<file path="src/rtl/pipe_cla_adder.sv">
// Pipelined adder/subtractor: one SEG_W-bit carry-lookahead segment per stage.
// Define PIPE_CLA_SUB_EN to enable subtraction via i_sub.
module pipe_cla_adder #(
    parameter int WIDTH = 32,
    parameter int SEG_W = 8
) (
    input  logic             i_clk,
    input  logic             i_rst_n,
    input  logic             i_valid,
    output logic             o_ready,
    input  logic [WIDTH-1:0] i_a,
    input  logic [WIDTH-1:0] i_b,
    input  logic             i_sub,
    output logic             o_valid,
    input  logic             i_ready,
    output logic [WIDTH-1:0] o_sum,
    output logic             o_cout,
    output logic             o_ovf
);

    localparam int NSEG = WIDTH / SEG_W;
    localparam int NGRP = SEG_W / 4;

    function automatic logic [4:0] cla4(
        input logic [3:0] a,
        input logic [3:0] b,
        input logic       ci
    );
        logic [3:0] g;
        logic [3:0] p;
        logic [3:0] c;
        logic       co;
        g    = a & b;
        p    = a ^ b;
        c[0] = ci;
        c[1] = g[0] | (p[0] & ci);
        c[2] = g[1] | (p[1] & g[0]) | (p[1] & p[0] & ci);
        c[3] = g[2] | (p[2] & g[1]) | (p[2] & p[1] & g[0])
             | (p[2] & p[1] & p[0] & ci);
        co   = g[3] | (p[3] & g[2]) | (p[3] & p[2] & g[1])
             | (p[3] & p[2] & p[1] & g[0])
             | (p[3] & p[2] & p[1] & p[0] & ci);
        return {co, p ^ c};
    endfunction

    // Lookahead inside each 4-bit group, group carries ripple across the segment.
    function automatic logic [SEG_W:0] seg_add(
        input logic [SEG_W-1:0] a,
        input logic [SEG_W-1:0] b,
        input logic             ci
    );
        logic [SEG_W-1:0] s;
        logic [4:0]       r;
        logic             c;
        s = '0;
        c = ci;
        for (int i = 0; i < NGRP; i++) begin
            r          = cla4(a[i*4 +: 4], b[i*4 +: 4], c);
            s[i*4 +: 4] = r[3:0];
            c          = r[4];
        end
        return {c, s};
    endfunction

    logic             en;
    logic             cin;
    logic [WIDTH-1:0] b_in;

    assign en      = !o_valid || i_ready;
    assign o_ready = en;

`ifdef PIPE_CLA_SUB_EN
    assign cin  = i_sub;
    assign b_in = i_b ^ {WIDTH{i_sub}};
`else
    logic unused_sub;
    assign unused_sub = i_sub;
    assign cin        = 1'b0;
    assign b_in       = i_b;
`endif

    for (genvar k = 0; k < NSEG; k++) begin : g_stage
        localparam int RW = WIDTH - k * SEG_W;

        logic                     v_d;
        logic                     c_d;
        logic [RW-1:0]            a_d;
        logic [RW-1:0]            b_d;
        logic [(k+1)*SEG_W-1:0]   s_nx;
        logic [SEG_W:0]           seg;
        logic                     v_q;
        logic                     c_q;
        logic [(k+1)*SEG_W-1:0]   s_q;

        if (k == 0) begin : g_first
            assign v_d  = i_valid;
            assign c_d  = cin;
            assign a_d  = i_a;
            assign b_d  = b_in;
            assign s_nx = seg[SEG_W-1:0];
        end else begin : g_next
            assign v_d  = g_stage[k-1].v_q;
            assign c_d  = g_stage[k-1].c_q;
            assign a_d  = g_stage[k-1].g_fwd.a_q;
            assign b_d  = g_stage[k-1].g_fwd.b_q;
            assign s_nx = {seg[SEG_W-1:0], g_stage[k-1].s_q};
        end

        assign seg = seg_add(a_d[SEG_W-1:0], b_d[SEG_W-1:0], c_d);

        always_ff @(posedge i_clk or negedge i_rst_n) begin
            if (!i_rst_n) begin
                v_q <= 1'b0;
                c_q <= 1'b0;
                s_q <= '0;
            end else if (en) begin
                v_q <= v_d;
                c_q <= seg[SEG_W];
                s_q <= s_nx;
            end
        end

        if (k < NSEG - 1) begin : g_fwd
            // Skewed upper operand bits still waiting for their stage.
            logic [RW-SEG_W-1:0] a_q;
            logic [RW-SEG_W-1:0] b_q;

            always_ff @(posedge i_clk or negedge i_rst_n) begin
                if (!i_rst_n) begin
                    a_q <= '0;
                    b_q <= '0;
                end else if (en) begin
                    a_q <= a_d[RW-1:SEG_W];
                    b_q <= b_d[RW-1:SEG_W];
                end
            end
        end else begin : g_last
            logic ovf_q;
            logic ovf_nx;

            // Carry into the MSB is recovered from its sum bit.
            assign ovf_nx = a_d[SEG_W-1] ^ b_d[SEG_W-1]
                          ^ seg[SEG_W-1] ^ seg[SEG_W];

            always_ff @(posedge i_clk or negedge i_rst_n) begin
                if (!i_rst_n) begin
                    ovf_q <= 1'b0;
                end else if (en) begin
                    ovf_q <= ovf_nx;
                end
            end

            assign o_valid = v_q;
            assign o_sum   = s_q;
            assign o_cout  = c_q;
            assign o_ovf   = ovf_q;
        end
    end

endmodule

</file>
<file path="config.mk">
export PLATFORM = sky130hd
export DESIGN_NAME = pipe_cla_adder
export DESIGN_NICKNAME = d
export VERILOG_FILES = /design/src/rtl/pipe_cla_adder.sv
export SDC_FILE = /design/constraint.sdc
export NUM_CORES = 1
export LEC_CHECK = 0
export CORE_ASPECT_RATIO = 1.2
export CORE_MARGIN = 2
export CORE_UTILIZATION = 45
export CTS_BUF_LIST = sky130_fd_sc_hd__clkbuf_4
export CTS_CLUSTER_SIZE = 25
export DETAILED_ROUTE_END_ITERATION = 10
export GPL_TIMING_DRIVEN = 0
export MAX_ROUTING_LAYER = met4
export PLACE_DENSITY = 0.67
export REMOVE_ABC_BUFFERS = 1
export SYNTH_ARGS = -nofsm -noshare
export SYNTH_HDL_FRONTEND = slang
export SYNTH_SLANG_ARGS = --single-unit
export TNS_END_PERCENT = 5
</file>
<file path="constraint.sdc">
create_clock -name i_clk -period 2.6 [get_ports i_clk]
set_input_delay 0.65 -clock i_clk [delete_from_list [all_inputs] [get_ports i_clk]]
set_output_delay 0.65 -clock i_clk [all_outputs]
set_load 0.01 [all_outputs]
</file>
**Word-level counts from Yosys, hierarchy flattened**

Cells that the tools add are included.

- Bitwise operators: 224
- Reductions and logical operators: 2

Operators by type and width:

| kind | count |
|---|---|
| $and A1 B1 Y1 | 121 |
| $or A1 B1 Y1 | 76 |
| $xor A4 B4 Y4 | 16 |
| $and A4 B4 Y4 | 8 |
| $xor A1 B1 Y1 | 3 |
| $logic_not A1 Y1 | 1 |
| $logic_or A1 B1 Y1 | 1 |

- Register bits: 185
- Output and inout bits: 36

**Logic depth before layout (Yosys ltp)**

Gate-level depths: netlist of the first run.

- Word-level depth: 11
- Mapped depth: 9
- Gate-level depth less buffers: 9

**Worst setup path before layout of the first run**

Ideal clock, no wire load.

- Kind: input -> register
- Start point: input port i_a[1]
- End point: register g_stage[0].s_q[5]
- Library setup time: 136 ps
- Data arrival time: 2142 ps
- Data required time: 2464 ps
- Slack: 322 ps
- Stages: 7
- Cells stage by stage: ha_1 a211oi_1 nor2_1 or2_2 fa_1 xnor2_1 o21ai_0

- Longest elaborated chain between the ends: 7
- Elaborated cells on any way between the ends: 10
- Classes of those cells: 10 x bitwise

RTL lines:

| element | RTL line | text |
|---|---|---|
| start, declared | 11 | `input logic [WIDTH-1:0] i_a,` |
| $and A4 B4 Y4 or $xor A4 B4 Y4 (tied branches) | 33, 34 |  |
| $and A1 B1 Y1 (on tied branches) | n/a |  |
| $or A1 B1 Y1 or $and A1 B1 Y1 (tied branches) | 40, 41 |  |
| $or A1 B1 Y1 * | 41 | `\| (p[3] & p[2] & p[1] & g[0])` |
| $and A1 B1 Y1 * | 36 | `c[1] = g[0] \| (p[0] & ci);` |
| $or A1 B1 Y1 * | 36 |  |
| $xor A4 B4 Y4 * | 43 | `return {co, p ^ c};` |
| end signal, assigned | 119 | `s_q <= s_nx;` |
| end, declared | 93 | `logic [(k+1)*SEG_W-1:0] s_q;` |

Every way passes the cells marked *; elsewhere a longest branch is shown, timed or not.
A chain may end at the register's enable or synchronous reset.

**Worst setup path after layout of the first run**

- Start point: input port i_ready
- End point: output port o_ready

- Longest elaborated chain between the ends: 1

RTL lines:

| element | RTL line | text |
|---|---|---|
| start, declared | 15 | `input logic i_ready,` |
| $logic_or A1 B1 Y1 | 69 | `assign en = !o_valid \|\| i_ready;` |
| end, declared | 10 | `output logic o_ready,` |

No other way between the ends.

==> results.sh, run 1 <==
export IMPL_via_count=5878
export IMPL_synth_edf_count=0
export IMPL_path_max_fanout=21
export IMPL_status="finished, final reports clean"
export IMPL_pre_cts_ws_ns=-1.40
export IMPL_antenna_found_initial=1
export IMPL_cp_arrival_ns=1.91
export IMPL_place_area_sq_um=9330
export IMPL_die_area_sq_um=18900
export IMPL_worstSkewPairLatency_ns=0.55
export IMPL_cts_max_path_buffers=2
export IMPL_path_cells="clkdlybuf4s50_1 > nor2b_4 > buf_12 > buf_16 > inv_16 > buf_16 > clkdlybuf4s15_2"
export IMPL_initial_core_util=0.458
export IMPL_cap_violations=0
export IMPL_fin_nets=1092
export IMPL_die_h_um=150
export IMPL_r2r_end="o_sum[28]$_DFFE_PN0P_"
export IMPL_cp_data_required_time_ns=1.95
export IMPL_cpMostUsedCell="buf_16"
export IMPL_slew_violations=0
export IMPL_yosys_warnings=0
export IMPL_rr_startpoint="g_stage[2].g_fwd.a_q[0]$_DFFE_PN0P_"
export IMPL_grt_usage=0.193
export IMPL_drc=0
export IMPL_fin_crit_ns=2.56
export IMPL_grt_pass1_vias=5805
export IMPL_synthMostInstantiatedCell="nand2_1"
export IMPL_fin_crit_sh=0.983
export IMPL_synthTopCellsByCount="458 x nand2_1, 185 x dfrtp_1, 32 x ha_1, 28 x o21ai_0, 26 x nor2_1"
export IMPL_critPathKind="input pin to output pin"
export IMPL_p_leak_nw=4.98
export IMPL_rows=53
export IMPL_fmax_ghz=0.391
export IMPL_avgSynthCellArea_sq_um=9.08
export IMPL_drive_above_1_share=0.0592
export IMPL_crit_path_end_kind="output pin"
export IMPL_p_total_mw=10.9
export IMPL_clock_skew_ns=0.0164
export IMPL_cts_sinks=185
export IMPL_setup_viol=0
export IMPL_routed_wl_um=16200
export IMPL_slowest_stage="clkdlybuf4s50_1"
export IMPL_areaGrowthSynthToFinish_pct=23.0
export IMPL_synth_seq_cells=185
export IMPL_utilization=0.563
export IMPL_htreeDepth=4
export IMPL_first_iter_violations=306
export IMPL_yosysTopAreaCellShare=0.578
export IMPL_drt_pass1_iterations=4
export IMPL_cpLargestDelayFamily="buffers and inverters"
export IMPL_maxSlewHeadroom=0.517
export IMPL_cts_root_buffer="clkbuf_4"
export IMPL_wire_per_inst_um=13.3
export IMPL_hpwl_um=9360
export IMPL_synthesis_instances=882
export IMPL_cts_made_buffers=17
export IMPL_fp_dieW_um=126
export IMPL_tightest_slew_ns=0.725
export IMPL_coreArea_sq_um=17500
export IMPL_ys_seq_area_frac=0.578
export IMPL_grt_pass1_wl_um=28000
export IMPL_synth_area_leaders="dfrtp_1 58%, nand2_1 21%, ha_1 5.0%"
export IMPL_tns_ns=0
export IMPL_place_gp_congestion=0.747
export IMPL_async_flop_share=1.00
export IMPL_setup_reg_to_reg_worst_slack_ns=0.46
export IMPL_ir_drop_v=0.000331
export IMPL_grt_overflow=0
export IMPL_rsz0062_at_grt="false"
export IMPL_reg2reg_depth=8
export IMPL_ios=105
export IMPL_crit_buf_inv=6
export IMPL_start_kind="input pin"
export IMPL_hold_class="input pin to asynchronous set/reset pin"
export IMPL_ant_nets=0
export IMPL_path_clk_slew_ns=0.14
export IMPL_power_density_nw_per_um2=1100
export IMPL_timing_final_ws_setup_ns=0.0434
export IMPL_io_buffers=103
export IMPL_yosys_area_top_type="dfrtp_1"
export IMPL_cpPeakStageDelay_ns=0.51
export IMPL_vias_per_cell=4.83
export IMPL_ctsHoldBuffers=0
export IMPL_ys_flop_type="dfrtp_1"
export IMPL_syn_cell_area_sq_um=8010
export IMPL_post_route_cell_area_sq_um=9850
export IMPL_cts_tree="yes"
export IMPL_hold_viol=0
export IMPL_grt_max_degree=95
export IMPL_yosysUniqueCellTypes=35
-- registers in the layout (all words and copies together), names as in the netlist --
name and flops:
g_stage.g_fwd.a_q 48, g_stage.g_fwd.b_q 48, g_stage.s_q 48, o_sum 32, g_stage.c_q 3, g_stage.v_q 3
o_cout 1, o_ovf 1, o_valid 1
-- report_power, final --
part           switching, mW  total, mW  internal [mW]
logic                   2.42       4.65           2.23
registers              0.670       4.78           4.11
clock network           1.03       1.44          0.404
-- worst max path at each step --
stage / from / to / slack (ns) / cells after the start
after floorplan: i_ready / g_stage[1].c_q$_DFFE_PN0P_ / -8.74 / 4
after global placement: i_ready / o_ready / -17.31 / 4
after detailed placement: i_ready / o_ready / -1.40 / 8
after CTS: i_ready / o_ready / 0.03 / 7
after global routing: i_ready / o_ready / 0.002 / 7
final: i_ready / o_ready / 0.04 / 7
-- cells by family after synthesis --
family                   Yosys count  synth area share
AND/OR/NAND/NOR                  508             0.244
flip-flops                       185             0.578
AO/OA/AOI/OAI                     75            0.0598
buffers and inverters             57            0.0294
adder cells (fa/ha/maj)           40            0.0700
XOR/XNOR                          16            0.0175
multiplexers                       1           0.00125
-- repair_timing --
action,4_1_cts,5_1_grt
buffers inserted,5,0
gates resized for setup,6,0
endpoints found under the hold margin,0,0
setup endpoints to repair,1,0
-- layer usage --
metal  up-vias  part of all wire  routed length (um)  GRT usage
met3        18             0.034                 554     0.0405
met4         0             0.013                 204     0.0577
met1      2769              0.47                7570      0.241
met5         -                 0                   0          -
li1       2991                 -                   -          -
met2       100              0.49                7920      0.320
-- worst register-to-register path: cells and delay by family (launching register included) --
kind | cells | cell delay [ns]
flip-flops | 1 | 0.42
adder cells (fa/ha/maj) | 2 | 0.77
AO/OA/AOI/OAI | 2 | 0.42
AND/OR/NAND/NOR | 4 | 0.47
-- placed cells by master, fill, tap and decap left out, drive strengths merged, types with 3 or more instances in the layout --
master	synthesis	final
bufbuf	0	7
buf	29	12
ha	32	32
a21oi	17	17
fa	8	8
clkbuf	12	17
dfrtp	185	185
a21o	4	4
clkdlybuf4s50	0	101
nor2	26	26
xor2	12	12
a211oi	8	8
o31ai	4	4
nor3	3	3
nand2	458	458
o21ai	32	32
nand2b	4	4
or3	6	6
xnor2	4	4
a31oi	5	5
nand3	6	6
clkinv	0	5
inv	16	26
-- through the flow --
step	std cells	hold WS (ns)
floorplan	841	0.354
global placement	1164	0.446
detailed placement	1171	0.454
CTS	1216	0.0597
global route	1217	0.0750
finish	1217	0.0855
-- final cells by class --
type	instances	area, sq um
Clock inverter	15	118
Timing Repair Buffer	121	1450
Sequential cell	185	4630
Clock buffer	17	128
Timing Repair inverter	2	17.5
Tap cell	220	275
Antenna cell	1	2.50
Inverter	16	76.3
Fill cell	1626	7650
Multi-Input combinational cell	640	3150
(Power assumes the default switching activity.)
==> run 2, diff against run 1 <==
SLEW_MARGIN = 20   (was default)
==> run 2 against run 1 <==
Compared with the run above: clock power grew 35%; design area rose by 0.65%; via count about the same; critical path type is now flop to output pin; final cell count is 0.16% lower; global-route usage shrank 0.45 points; hold slack worse by 0.0071 ns.
==> results.sh, run 2 (synthesized netlist as in run 1, its figures left out) <==
export IMPL_wire_per_inst_um=12.9
export IMPL_areaGrowthSynthToFinish_pct=23.8
export IMPL_drt_pass1_iterations=4
export IMPL_cp_arrival_ns=1.75
export IMPL_routed_wl_um=15600
export IMPL_setup_reg_to_reg_worst_slack_ns=0.47
export IMPL_start_kind="flop"
export IMPL_status="finished, final reports clean"
export IMPL_cp_startpoint="o_valid$_DFFE_PN0P_"
export IMPL_vias_per_cell=4.84
export IMPL_rows=53
export IMPL_path_clk_slew_ns=0.15
export IMPL_grt_max_degree=95
export IMPL_initial_core_util=0.458
export IMPL_path_cells="nor2b_4 > clkbuf_16 > inv_16 > buf_16 > clkbuf_2"
export IMPL_cpPeakStageDelay_ns=0.41
export IMPL_cts_max_path_buffers=2
export IMPL_tightest_slew_ns=0.732
export IMPL_place_gp_congestion=0.747
export IMPL_ios=105
export IMPL_fin_crit_ns=2.40
export IMPL_first_iter_violations=275
export IMPL_setup_viol=0
export IMPL_grt_overflow=0
export IMPL_antenna_found_initial=1
export IMPL_worstSkewPairLatency_ns=0.57
export IMPL_critPathKind="flop to output pin"
export IMPL_post_route_cell_area_sq_um=9920
export IMPL_final_common_cell="nand2_1"
export IMPL_rsz0062_at_grt="false"
export IMPL_ir_drop_v=0.000370
export IMPL_drive_above_1_share=0.0584
export IMPL_coreArea_sq_um=17500
export IMPL_ctsHoldBuffers=0
export IMPL_place_area_sq_um=9360
export IMPL_io_buffers=103
export IMPL_r2r_end="o_sum[28]$_DFFE_PN0P_"
export IMPL_grt_usage=0.188
export IMPL_final_cell_mix="458 x nand2_1, 185 x dfrtp_1, 100 x clkdlybuf4s50_1"
export IMPL_via_count=5881
export IMPL_crit_buf_inv=4
export IMPL_critPathCapture="o_ready"
export IMPL_cp_data_required_time_ns=1.95
export IMPL_cpLargestDelayFamily="buffers and inverters"
export IMPL_fin_nets=1091
export IMPL_fmax_ghz=0.417
export IMPL_fp_dieW_um=126
export IMPL_grt_pass1_vias=5826
export IMPL_holdWs_ns=0.0784
export IMPL_hold_viol=0
export IMPL_crit_path_end_kind="output pin"
export IMPL_cts_made_buffers=17
export IMPL_power_density_nw_per_um2=1140
export IMPL_die_area_sq_um=18900
export IMPL_path_max_fanout=21
export IMPL_slowest_stage="dfrtp_1"
export IMPL_cts_sinks=185
export IMPL_clock_skew_ns=0.0149
export IMPL_ant_nets=0
export IMPL_rr_startpoint="g_stage[2].g_fwd.a_q[0]$_DFFE_PN0P_"
export IMPL_slew_violations=0
export IMPL_maxSlewHeadroom=0.512
export IMPL_worst_path_stages=5
export IMPL_cts_tree="yes"
export IMPL_reg2reg_depth=8
export IMPL_hpwl_um=9220
export IMPL_grt_pass1_wl_um=27600
export IMPL_hold_class="input pin to asynchronous set/reset pin"
export IMPL_die_h_um=150
export IMPL_drc=0
export IMPL_htreeDepth=4
export IMPL_top_regs="g_stage.g_fwd.a_q: 48 flops, g_stage.g_fwd.b_q: 48 flops, g_stage.s_q: 48 flops"
export IMPL_p_leak_nw=5.00
export IMPL_fin_crit_sh=0.923
export IMPL_cap_violations=0
export IMPL_cts_root_buffer="clkbuf_4"
==> run 2: layout make-up <==
type | instances | area (sq um)
diodes | 1 | 2.50
clock buffers | 19 | 143
clock inverters | 12 | 223
fillers | 1593 | 7590
inverters | 16 | 76.3
multi-input cells | 641 | 3160
flip-flops and latches | 185 | 4630
well taps | 220 | 275
repair buffers | 119 | 1390
repair inverters | 2 | 17.5
==> run 2: worst min-delay path by stage <==
stage	startpoint	end	slack (ns)	depth (start not counted)
floorplan	i_rst_n	g_stage[0].c_q$_DFFE_PN0P_	0.35	0
global placement	g_stage[2].v_q$_DFFE_PN0P_	g_stage[2].v_q$_DFFE_PN0P_	0.45	2
detailed placement	g_stage[2].v_q$_DFFE_PN0P_	g_stage[2].v_q$_DFFE_PN0P_	0.45	2
CTS	i_rst_n	g_stage[0].g_fwd.a_q[7]$_DFFE_PN0P_	0.07	1
global route	i_rst_n	o_sum[16]$_DFFE_PN0P_	0.08	1
finish	i_rst_n	g_stage[0].g_fwd.a_q[7]$_DFFE_PN0P_	0.08	1
==> run 2: power breakdown <==
| part | switching, mW | internal [mW] | leakage (nW) |
|---|---|---|---|
| Combinational | 2.38 | 2.17 | 2.59 |
| Clock | 0.971 | 0.974 | 0.186 |
| Sequential | 0.662 | 4.11 | 2.23 |
==> run 2: layer usage <==
| metal | part of all wire | global-route usage |
|---|---|---|
| met3 | 0.035 | 0.0437 |
| met2 | 0.48 | 0.302 |
| met5 | 0 | - |
| met1 | 0.47 | 0.241 |
| met4 | 0.018 | 0.0577 |
==> run 2: metrics by stage <==
stage	power [mW]	util	setup slack, ns	cells	TNS (ns)
after global routing	12.3	0.566	0.0911	1215	0
after global placement	7.90	0.522	-17.31	1164	-4225.28
final	11.3	0.566	0.199	1215	0
after detailed placement	9.19	0.535	-1.02	1172	-16.02
after floorplan	7.72	-	-8.74	841	-1538.14
after CTS	11.4	0.566	0.0255	1213	0
==> run 2: timing repair <==
| item | CTS | global route |
|---|---|---|
| buffers inserted | 3 | 1 |
| cloned | 7 | 0 |
| resized for setup | 4 | 3 |
| setup endpoints to repair | 1 | 1 |
